$ cat config.mk
export PLATFORM = sky130hd
export DESIGN_NAME = md_issue_ctrl
export DESIGN_NICKNAME = d
export VERILOG_FILES = /design/src/rtl/md_issue_ctrl.sv
export SDC_FILE = /design/constraint.sdc
export NUM_CORES = 1
export LEC_CHECK = 0
export BUFFER_PORTS_ARGS = -buffer_cell sky130_fd_sc_hd__buf_2
export CAP_MARGIN = 20
export CORE_ASPECT_RATIO = 1.5
export CORE_MARGIN = 5
export CORE_UTILIZATION = 33
export CTS_BUF_LIST = sky130_fd_sc_hd__clkbuf_8
export DETAILED_ROUTE_END_ITERATION = 10
export PLACE_DENSITY = 0.95
export REMOVE_ABC_BUFFERS = 1
export SLEW_MARGIN = 40
export SYNTH_ARGS = -nofsm -noshare
export SYNTH_HDL_FRONTEND = slang
export SYNTH_SLANG_ARGS = --single-unit
$ cat constraint.sdc
create_clock -name clk -period 5 [get_ports clk]
set_clock_uncertainty 0.15 [all_clocks]
set_input_delay 0.25 -clock clk [delete_from_list [all_inputs] [get_ports clk]]
set_output_delay 0.25 -clock clk [all_outputs]
set_load 0.01 [all_outputs]
$ cat src/rtl/md_issue_ctrl.sv
// -----------------------------------------------------------------------------
// md_issue_ctrl
//
// Issue and hazard controller for the HI/LO multiply/divide unit. It decodes
// the E-stage HI/LO-class request into the unit's start/write/select lines.
// It tracks the unit's fixed busy window with a private down-counter and
// raises the pipeline stall while that window is open.
//
// Optional feature macro: MD_DIV0_TRAP_EN
//   When defined, a DIV/DIVU whose rt operand is zero is accepted but not
//   started. div0 pulses for that cycle and no busy window follows.
//   When undefined, divide-by-zero issues like any other divide and div0 is 0.
//
// Ports
//   clk, reset        clock, synchronous active-high reset
//   req_valid         E-stage holds a HI/LO-class instruction
//   req_op[2:0]       000 NOP, 001 MULT, 010 MULTU, 011 DIV, 100 DIVU,
//                     101 MTHI, 110 MTLO, 111 MF
//   req_hi            MF target select (1 = MFHI, 0 = MFLO)
//   req_rs, req_rt    operands
//   flush             kills the E-stage request this cycle
//   req_ready         request accepted this cycle
//   stall             pipeline stall
//   md_a, md_b        operand pass-through to the unit
//   md_type[3:0]      0001 start multiply, 0010 start divide, 0000 none
//   md_unsigned       unsigned start
//   md_dst            HI (1) / LO (0) target of a write or read
//   md_write          MTHI/MTLO write strobe
//   md_busy           unit busy flag; only used for the consistency check
//   err               sticky mismatch between our window and md_busy
//   div0              divide-by-zero pulse (MD_DIV0_TRAP_EN builds only)
//   dbg_state         current FSM state (1 = RUN)
//   dbg_cnt[4:0]      current window counter
//
// Handshake: a request is taken in the cycle req_ready is high; req_ready
// is a pure function of this cycle's inputs and state, and the E-stage
// must hold the request (or flush it) while stall is high.
// -----------------------------------------------------------------------------
module md_issue_ctrl #(
    parameter int MULT_CYCLES = 5,
    parameter int DIV_CYCLES  = 10
) (
    input  logic        clk,
    input  logic        reset,
    input  logic        req_valid,
    input  logic [2:0]  req_op,
    input  logic        req_hi,
    input  logic [31:0] req_rs,
    input  logic [31:0] req_rt,
    input  logic        flush,
    output logic        req_ready,
    output logic        stall,
    output logic [31:0] md_a,
    output logic [31:0] md_b,
    output logic [3:0]  md_type,
    output logic        md_unsigned,
    output logic        md_dst,
    output logic        md_write,
    input  logic        md_busy,
    output logic        err,
    output logic        div0,
    output logic        dbg_state,
    output logic [4:0]  dbg_cnt
);

    localparam logic [2:0] OP_NOP   = 3'b000;
    localparam logic [2:0] OP_MULT  = 3'b001;
    localparam logic [2:0] OP_MULTU = 3'b010;
    localparam logic [2:0] OP_DIV   = 3'b011;
    localparam logic [2:0] OP_DIVU  = 3'b100;
    localparam logic [2:0] OP_MTHI  = 3'b101;
    localparam logic [2:0] OP_MTLO  = 3'b110;
    localparam logic [2:0] OP_MF    = 3'b111;

    // Window lengths loaded into the counter: the unit is busy for
    // terminal-count + 1 cycles after a start.
    localparam logic [4:0] MULT_LOAD = 5'(MULT_CYCLES + 1);
    localparam logic [4:0] DIV_LOAD  = 5'(DIV_CYCLES + 1);

    typedef enum logic {
        IDLE = 1'b0,
        RUN  = 1'b1
    } state_t;

    state_t     state;
    logic [4:0] cnt;
    logic       dst_q;
    logic       err_q;

    logic accept;
    logic is_mult;
    logic is_div;
    logic is_mt;
    logic is_mf;
    logic div_zero;
    logic start_mult;
    logic start_div;
    logic dst_next;

    always_comb begin
        is_mult = (req_op == OP_MULT) || (req_op == OP_MULTU);
        is_div  = (req_op == OP_DIV)  || (req_op == OP_DIVU);
        is_mt   = (req_op == OP_MTHI) || (req_op == OP_MTLO);
        is_mf   = (req_op == OP_MF);
        accept  = req_valid && !flush && (req_op != OP_NOP) && (state == IDLE);
`ifdef MD_DIV0_TRAP_EN
        // Trapped divide: accepted so the pipeline moves on, but never started.
        div_zero = is_div && (req_rt == 32'd0);
`else
        div_zero = 1'b0;
`endif
        start_mult = accept && is_mult;
        start_div  = accept && is_div && !div_zero;
        // Target of an MT write or MF read.
        dst_next   = is_mt ? (req_op == OP_MTHI) : req_hi;
    end

    always_comb begin
        req_ready   = accept;
        stall       = req_valid && (req_op != OP_NOP) && !accept && !flush;
        md_a        = req_valid ? req_rs : 32'd0;
        md_b        = req_valid ? req_rt : 32'd0;
        md_type     = start_mult ? 4'b0001 : (start_div ? 4'b0010 : 4'b0000);
        md_unsigned = (start_mult && (req_op == OP_MULTU)) ||
                      (start_div  && (req_op == OP_DIVU));
        md_write    = accept && is_mt;
        // While the unit runs, keep presenting the last HI/LO target.
        if (state == RUN) begin
            md_dst = dst_q;
        end else begin
            md_dst = accept && (is_mt || is_mf) && dst_next;
        end
        div0      = accept && div_zero;
        err       = err_q;
        dbg_state = (state == RUN);
        dbg_cnt   = cnt;
    end

    always_ff @(posedge clk) begin
        if (reset) begin
            state <= IDLE;
            cnt   <= 5'd0;
            dst_q <= 1'b0;
            err_q <= 1'b0;
        end else begin
            if ((state == RUN) != md_busy) begin
                err_q <= 1'b1;
            end
            case (state)
                IDLE: begin
                    if (start_mult) begin
                        state <= RUN;
                        cnt   <= MULT_LOAD;
                    end else if (start_div) begin
                        state <= RUN;
                        cnt   <= DIV_LOAD;
                    end
                    if (accept && (is_mt || is_mf)) begin
                        dst_q <= dst_next;
                    end
                end
                RUN: begin
                    // Flush never reaches here: a started op always completes.
                    if (cnt == 5'd1) begin
                        state <= IDLE;
                        cnt   <= 5'd0;
                    end else begin
                        cnt <= cnt - 5'd1;
                    end
                end
                default: begin
                    state <= IDLE;
                    cnt   <= 5'd0;
                end
            endcase
        end
    end

endmodule

# Word-level counts from Yosys, hierarchy flattened
# Cells that the tools add are included.
[totals]
register_bits = 8
out_inout_bits = 81
word_cells = 52
in_bits = 73
[classes]
addsub = 1
muxes = 14
bitwise_logic = 1
reduce_logical = 22
n_eq_ne = 10
[op_table]
columns = ["operator", "count"]
rows = [
  ["32-bit 2-to-1 mux", 2],
  ["5-bit 2-to-1 mux", 3],
  ["1-bit logical AND", 13],
  ["3-bit equality test, second input constant", 4],
  ["5-bit case mux with 2 select lines", 1],
  ["3-bit by 2-bit equality test with 1-bit output, second input constant", 2],
  ["5-bit by 1-bit equality test with 1-bit output, second input constant", 1],
  ["1-bit logical OR", 5],
  ["1-bit 2-to-1 mux", 5],
  ["5-bit by 1-bit subtractor with 5-bit output, second input constant", 1],
  ["2-bit 2-to-1 mux", 2],
  ["3-bit by 1-bit equality test with 1-bit output, second input constant", 1],
  ["3-bit inequality test, second input constant", 1],
  ["3-bit nonzero test", 1],
  ["1-bit zero test", 2],
  ["1-bit case mux with 2 select lines", 1],
  ["2-bit AND reduction", 1],
  ["1-bit inequality test", 1],
  ["1-bit NOT", 1],
]

# Longest topological paths before layout
# Gate-level depths: netlist of run 1.
[depth]
ltp_word = 8
ltp_mapped = 6
depth_no_buf = 6

# Least setup slack after synthesis of run 1
# Ideal clock, no wire load.
[synth_timing]
path_kind = "register to register"
start = "register cnt[0], in the netlist dbg_cnt[0]"
end = "register cnt[2], in the netlist dbg_cnt[2]"
required_time_ps = 4731
path_stages_with_launch = 6
setup_ps = 119
arrival_time_ps = 1387
path_slack_ps = 3344
synth_period_minus_slack_ps = 1656
n_path_buf = 0
cell_sequence = "dfxtp_1 > ha_1 > or4b_4 > and3b_1 > o21ai_2 > a21oi_2"
[synth_between]
elab_chain_len = 3
word_cells_on_any_way = 4
cone_classes = "1 x add/sub; 1 x eq/ne; 2 x mux"
[synth_rtl]
columns = ["element", "line_no", "source"]
rows = [
  ["start, declared", "86", "logic [4:0] cnt;"],
  ["start signal, assigned", "168", "cnt <= cnt - 5'd1;"],
  ["5-bit by 1-bit subtractor with 5-bit output / 5-bit by 1-bit equality test with 1-bit output (equally long branches)", "168, 164", ""],
  ["5-bit 2-to-1 mux *", "164", "if (cnt == 5'd1) begin"],
  ["5-bit case mux with 2 select lines *", "149", "case (state)"],
]
# Every way passes the cells marked *; elsewhere a longest branch is shown, timed or not.
# A chain may end at the register's enable or synchronous reset.

# Final worst setup path of run 1
[layout_timing]
start = "input port req_valid"
end = "output port md_type[1]"
[layout_between]
elab_chain_len = 6
word_cells_on_any_way = 7
cone_classes = "2 x mux; 5 x reduce/logical"
[layout_rtl]
columns = ["element", "line_no", "source"]
rows = [
  ["start, declared", "45", "input logic req_valid,"],
  ["1-bit logical AND * (3 in a row)", "105", "accept = req_valid && !flush && (req_op != OP_NOP) && (state == IDLE);"],
  ["1-bit logical AND", "113", "start_div = accept && is_div && !div_zero;"],
  ["2-bit 2-to-1 mux", "123", "md_type = start_mult ? 4'b0001 : (start_div ? 4'b0010 : 4'b0000);"],
  ["2-bit 2-to-1 mux *", "123", ""],
  ["end, declared", "55", "output logic [3:0] md_type,"],
]
# Marks and branches as above.

==> results list, run 1 <==
* Count of mapped cells out of synthesis: between 100 and 150
* Number of max-slew violations in the final report: 0
- Reg2Reg Launch Point: dbg_state
- Combinational logic burns between 40% and 50% of the power.
- The worst-case IR drop observed on VDD is about 0.16 mV.
- The clock reaches the later pin of the worst-skew pair after around 0.23 ns.
- The via count of the first global-routing pass was approximately 1,400.
- Floorplan row count: 25
* I/O pin cnt: around 150
- Max Buffers Root-to-Sink: 2
- In this run the top signal layer used is met4.
* Placed standard-cell area: roughly 1800 µm²
- Setup Fix Bufs, Post-CTS: 0
- The number of gates resized after CTS was 0.
- Counting I/O delays and the setup requirement, the final critical path takes roughly 2.2 ns.
- The first detailed-routing pass took 4 iterations.
- The largest total area in the synthesized netlist belongs to sky130_fd_sc_hd__and2_1.
- Buffers inserted to repair hold after CTS numbered 0.
- Summed over all nets, wire length on met3 after detailed routing comes to 718 µm.
* Actual transition at the worst max-transition pin: between 0.7 and 0.8 ns
* Period utilization: about 45%
- Worst Setup End Kind: output port
- The path with the worst hold slack has its endpoint at dbg_cnt[2].
* Register bit total from synthesis: 8
- Area of the mapped netlist: 1070 µm²
- For the worst setup path, the data arrival time is between 1.5 and 2 ns.
* Vias per inst: 4.56
- Area overhead of the layout relative to synthesis: 70.5%
- Relative contribution of the clock network to total power: a little over a quarter
- Sw frac: a little over a third
* Overall power of the completed layout: roughly 300 µW
- Sum Neg Setup Slack: 0 ns
* Yosys warning count: 0
- Number of DRC violations after detailed-routing iteration 0: 38
- Die height: approximately 80 µm
- At the end of routability-driven placement, the weighted congestion stood at 0.824.
- Total track usage: between 20% and 30%
- Wire length on met2: 2180 µm
* Per-instance average area after synthesis: between 7 and 8 µm²
* Reg-to-Reg End: dbg_cnt[4]
- Slew HR: between 50% and 60%
- Final core area utilization: roughly three fifths
- Path type of the worst min-delay path: input port to register
* Setup repair after global routing missed its margin: false
- The number of cells on the worst reg-to-reg path is 4.
- Prior to clock tree synthesis, the placed netlist has a worst setup slack of 2.78 ns.
- For this design the ratio of total power to cell area is roughly 160 nW/µm².
- In this run the register-to-register setup slack is about 3.2 ns.
* Root buffer cell: sky130_fd_sc_hd__clkbuf_8
* Antenna diode instance count: 0
- The routed design has 4870 µm of wire.
- Of the synthesized area, sequential elements account for around 15%.
* Number of antenna violations at the first check in global routing: 0
- The share of synthesized area in the top cell type comes to 37.3%.
- The initial utilization of the core area, before any placement, comes to approximately 34%.
* Pin count of the biggest net entering global routing: 68
* Detailed-placement wirelength estimate: 4270 µm
- Fillers: 328
* Maximum fanout along the worst path: 67
* Clock tree from TritonCTS: built
- Number of endpoints failing setup at the final stage: 0
- Max Cap Viol: 0
- Required time worst endpoint: between 4 and 5 ns
- Clock sinks: 8
- Leak Pwr: between 1 and 1.5 nW
- Wl on met1: between 1500 and 2000 µm
- CTS built an H-tree with a depth of 1.
- In the post-synthesis netlist, the biggest area contributors are sky130_fd_sc_hd__and2_1, sky130_fd_sc_hd__dfxtp_1, sky130_fd_sc_hd__buf_4.
- Port Buf Inserts: 150
* Unique cell type count in the Yosys netlist: between 40 and 50
- Cell internal power was estimated by the tool at between 150 and 200 µW.
- Clock-pin slew of the registers on the worst-case setup and hold paths: 0.04 ns
* Via count of the routed design: roughly 1,500
- For this run, the top clock speed supported by timing is 447 MHz.
* Sum of overflow across all layers after global routing: 0
- Cells with a size suffix above 1 make up approximately 58% of the layout.
- Average wire per cell in the routed design: between 10 and 15 µm
* Worst hold path cell count: 2
- The first global-routing pass estimated between 7000 and 8000 µm of wire.
- Final design instance area without fill: 1830 µm²
- Outcome: finished, final reports clean
- WS Path Type: input port to output port
* NetSw: 107 µW
- DRC: 0
- From left edge to right edge, the die measures 56.6 µm.
* DIE AREA: about 4500 µm²
- Number of hold violations in the final report: 0
- Nature of the critical path startpoint: input port
- Startpoint of the most critical hold path: reset
- Count of nets after finishing: between 300 and 400
* Final setup margin: about 2.8 ns
* Core region area: approximately 3200 µm²
- In this run, CTS created clock tree buffers numbering 3.
- Per report_power, the sequential group accounts for approximately a quarter of the total.
* Number of antenna-violating nets in the routed design: 0
-- cells in the mapped netlist, drive strengths merged --
cell and instances:
or3b 1, nand2 6, nor3 2, o21bai 1, dfxtp 8, ha 2
nor3b 3, o2111ai 1, nand3 2, or3 4, xor2 1, and3b 1
a221oi 1, or4b 1, inv 6, a211oi 2, a21oi 4, and2 65
conb 1, nor2 6, xnor2 2, and2b 1, clkbuf 8, o21ai 4
a31oi 2, a21o 1, o22a 2, buf 7, and3 1
-- kinds of logic after synthesis --
group                    after synthesis  synth area share [%]
other                                  1                 0.349
AND/OR/NAND/NOR                       93                  54.1
adder cells (fa/ha/maj)                2                  2.33
buffers and inverters                 21                  10.6
AO/OA/AOI/OAI                         18                  14.6
XOR/XNOR                               3                  3.14
flip-flops                             8                  14.9
-- worst max path at each step --
stage / start / end
finish: req_valid / md_type[1]
global route: req_valid / md_type[1]
CTS: req_valid / md_dst
detailed placement: req_valid / md_dst
global placement: req_valid / md_type[1]
floorplan: dbg_cnt[0] / dbg_cnt[2]
-- metal layers --
layer	up-vias	GRT usage, %
li1	743	-
met1	639	25.7
met2	101	33.4
met3	5	8.41
met4	0	4.99
met5	-	0
-- stage by stage --
step,instances,hold WS (ns)
global route,326,0.153
global placement,323,0.299
detailed placement,323,0.331
finish,326,0.146
floorplan,133,0.162
CTS,326,0.141
-- cells in the final DEF, fill, tap and decap left out, drive strengths merged --
| cell type | netlist | layout |
|---|---|---|
| and2 | 65 | 65 |
| o22a | 2 | 2 |
| nand3 | 2 | 2 |
| conb | 1 | 3 |
| o21bai | 1 | 1 |
| xor2 | 1 | 1 |
| o2111ai | 1 | 1 |
| or3b | 1 | 1 |
| a21oi | 4 | 4 |
| nor2 | 6 | 6 |
| xnor2 | 2 | 2 |
| a31oi | 2 | 2 |
| or3 | 4 | 4 |
| a211oi | 2 | 2 |
| nor3 | 2 | 2 |
| a21o | 1 | 1 |
| and3 | 1 | 1 |
| o21ai | 4 | 4 |
| a221oi | 1 | 1 |
| ha | 2 | 2 |
| nand2 | 6 | 6 |
| clkbuf | 8 | 3 |
| buf | 7 | 150 |
| and3b | 1 | 1 |
| inv | 6 | 6 |
| dfxtp | 8 | 8 |
| or4b | 1 | 1 |
| and2b | 1 | 1 |
| nor3b | 3 | 3 |
-- worst max-delay path, cell delays in order --
cell                      delay, ns
sky130_fd_sc_hd__buf_2         0.58
sky130_fd_sc_hd__nor3b_1       0.55
sky130_fd_sc_hd__o21ai_0       0.23
sky130_fd_sc_hd__inv_1         0.09
sky130_fd_sc_hd__buf_2         0.12
-- power groups by stage --
stage / combinational [mW] / clock, mW / sequential, mW
after global routing: 0.160 / 0.0838 / 0.0777
after detailed placement: 0.146 / 0 / 0.0774
final: 0.144 / 0.0794 / 0.0765
after global placement: 0.143 / 0 / 0.0772
after floorplan: 0.0664 / 0 / 0.0789
after CTS: 0.146 / 0.0804 / 0.0764
-- layout make-up --
class	instances	area [µm²]	share of cell area, %
tap	40	50.0	2.73
timing repair buffer	150	751	41.0
inverter	6	22.5	1.23
clock buffer	3	41.3	2.25
multi-input combinational	119	808	44.1
sequential	8	160	8.74
-- flip-flops by register name, summed over array words and instances, names as in the netlist --
signal / count
dbg_cnt: 5
dbg_state: 1
dst_q: 1
err: 1
Note: power is estimated with default switching activity, not from simulation.
==> run 2: changes to the inputs <==
- CORE_UTILIZATION: 33 -> 28
- PLACE_DENSITY: 0.95 -> 0.9
- clock period: 5 -> 2 ns (I/O delays scaled with it)
==> results list, run 2 (synthesis results as in run 1) <==
- The share of power burned in the clock network is 25.5% (-0.9 points).
* Number of DRC violations after detailed-routing iteration 0: 48 (+26%)
- Setup repair after global routing missed its margin: false
* Leak Pwr: 1.10 nW (+1.3%)
* Largest delay share family, worst path: simple AND/OR/NAND/NOR gates
* Outcome: finished, final reports clean
* Maximum clock frequency: 547 MHz
- Starting density of the core: 29.2% (-4.8 points)
- Shortest period the worst path allows: between 1.5 and 2 ns
- The critical path arrival is 1.58 ns (-0.26 ns).
* Nature of the critical path startpoint: register
* Register-to-Register Setup Slack: 0.32 ns (-2.92 ns)
- The switching component of the power came to 257 µW (+140%).
- Sum of overflow across all layers after global routing: 0 (unchanged)
* Number of cell instances on the worst register-to-register path: 6 (+2)
- The count of final setup violators was 0 (unchanged).
- The power per cell area was 400 nW/µm² (+140%).
- DIE AREA: 5200 µm² (+15%)
- The least setup slack across all paths after layout was 0.171 ns (-2.59 ns).
- WS Path Type: register to output port
* Top library cells by usage in the layout, fill and taps aside: sky130_fd_sc_hd__buf_2, sky130_fd_sc_hd__and2_1, sky130_fd_sc_hd__dfxtp_1
- Footprint of the multi-input gates: 808 µm² (unchanged)
* Via count of the first global-routing pass: 1,327 (-6.2%)
- Count of nets after finishing: 366 (+0.83%)
- Internal Dissipation: 488 µW (+150%)
- The endpoint required time on the critical path is 1.75 ns (-2.85 ns).
- The total placed instance area was 1810 µm² (+1.0%).
- Count of cells resized by post-cts repair: 0 (unchanged)
- In this run the worst setup path terminates at md_type[1].
- Relative to the synthesized area, the layout overhead comes to 73.2%.
* Most common cell after layout, fill and taps aside: sky130_fd_sc_hd__buf_2
* Reg-to-Reg End: dbg_cnt[2]
- Clock sinks: 8 (unchanged)
- Sum Neg Setup Slack: 0 ns (unchanged)
* Number of hold violations in the final report: 0 (unchanged)
- Max stage delay cell, worst path: sky130_fd_sc_hd__nor3b_1
- CP bufs+invs: 2 (-1)
- Crit. Startpoint: dbg_state
- I/O pin cnt: 154 (unchanged)
- Number of max-slew violations in the final report: 0 (unchanged)
- The pin count of the biggest net entering global routing came to 45 (-34%).
- Setup Fix Bufs, Post-CTS: 0 (unchanged)
* Port Buf Inserts: 150 (unchanged)
- Number of levels in the clock H-tree: 1 (unchanged)
- Antenna diode instance count: 0 (unchanged)
- The number of buffers inserted during clock tree synthesis was 3 (unchanged).
- Die height: 85.9 µm (+7.5%)
- Portion of total power attributed to sequential cells: 25.5% (about the same)
* Fraction of final layout cells with drive strength greater than 1: 57.8% (+0.093 points)
* Worst Setup End Kind: output port
- Setup Slack @ Placement: 0.344 ns (-2.43 ns)
- The clock latency on the worst-skew pair came to 0.22 ns (about the same).
- Vias per inst: 4.44 (-2.7%)
* Sw frac: 34.5% (-0.96 points)
- DRC: 0 (unchanged)
- In this run the critical register-to-register path is launched from dbg_cnt[1].
* Worst path max stage delay: 0.49 ns (-0.09 ns)
- Total wire length: 4590 µm (-5.9%)
- The overall fraction of global-route tracks in use came to 15.8% (-5.1 points).
* IR Drop Worst-Case VDD: 0.435 mV (+170%)
- The cell sitting at the root of the clock tree is a sky130_fd_sc_hd__clkbuf_8.
- Critical path, cell by cell: nor3b_1 -> o21ai_0 -> inv_1 -> buf_2
* Average wire per cell in the routed design: 13.8 µm (-7.6%)
- The part of the power in combinational logic was 49.0% (+0.9 points).
- Flip-flop count of the largest register, all copies and words added: 5 (unchanged)
* Clock tree from TritonCTS: built
* Floorplan row count: 27 (+8.0%)
* Via count of the routed design: 1,474 (-0.94%)
- The number of nets still failing antenna checks after routing was 0 (unchanged).
- The count of TritonRoute iterations in the first routing pass came to 4 (unchanged).
* Max Buffers Root-to-Sink: 2 (unchanged)
* Overall power of the completed layout: 746 µW (+150%)
* Maximum fanout along the worst path: 11 (-84%)
- Quantity of hold-fixing buffers added after cts: 1 (+1)
* Worst hold path cell count: 4 (+2)
- The filler cell count in the final layout is 381 (+16%).
- The core area came to 3680 µm² (+17%).
- The wire length of the first global-routing pass is 6490 µm (-12%).
- Die boundary width: 60.6 µm (+7.1%)
- The register area is 160 µm² (unchanged).
- The clock slew at the register clock pins of the worst setup and hold paths came to 0.04 ns (about the same).
- The worst hold margin is 0.0550 ns (-0.0909 ns).
- Max Cap Viol: 0 (unchanged)
- Period utilization: ~91%
- The placer congestion estimate is 0.888 (+7.8%).
- The initial antenna violation count came to 2 (+2).
- Final design instance area without fill: 1860 µm² (+1.6%)
- The number of stages on the worst setup path came to 4 (-1).
* Detailed-placement wirelength estimate: 4020 µm (-5.8%)
* Path type of the worst min-delay path: input port to register
-- run 2: cell types whose count changed in the layout (fill, tap and decap cells not counted), sizes merged --
cell / delta
dlygate4sd3: +1
buf: +2
-- run 2: how the worst min path moves through the flow --
stage | from | to | slack (ns)
after floorplan | reset | dbg_cnt[2] | 0.01
after global placement | reset | dbg_cnt[2] | 0.23
after detailed placement | reset | dbg_cnt[2] | 0.24
after CTS | md_busy | err | 0.06
after global routing | md_busy | err | 0.12
final | md_busy | err | 0.05
-- run 2: through the flow --
step / cells / util [%]
global route: 332 / 50.6
floorplan: 133 / -
detailed placement: 328 / 49.2
global placement: 328 / 49.2
finish: 332 / 50.6
CTS: 332 / 50.6
-- run 2: final cells by class --
| cell class | instances | share of cell area (%) |
|---|---|---|
| clock buffer | 3 | 2.22 |
| inverter | 6 | 1.21 |
| multi-input combinational | 119 | 43.4 |
| sequential | 8 | 8.60 |
| tap | 43 | 2.89 |
| timing repair buffer | 153 | 41.7 |
-- run 2: metal layers --
metal	vias up	global-route usage [%]	wire length, µm
met1	618	16.4	1520
li1	749	-	-
met4	4	2.96	43
met2	95	27.8	2170
met3	8	7.98	830
met5	-	0	19
-- run 2: worst register-to-register path, delay by kind of cell (launching register included) --
kind / cells / cell delay [ns]
AOI/OAI and AO/OA: 2 / 0.18
adders and majority gates: 1 / 0.16
buffers and inverters: 1 / 0.10
DFF: 1 / 0.31
and+or+nand+nor: 2 / 0.66
-- run 2: power groups by stage --
stage	logic [mW]	clock network [mW]	registers [mW]
floorplan	0.166	0	0.197
global placement	0.358	0	0.192
detailed placement	0.366	0	0.192
CTS	0.371	0.197	0.190
global route	0.403	0.206	0.193
finish	0.366	0.190	0.190
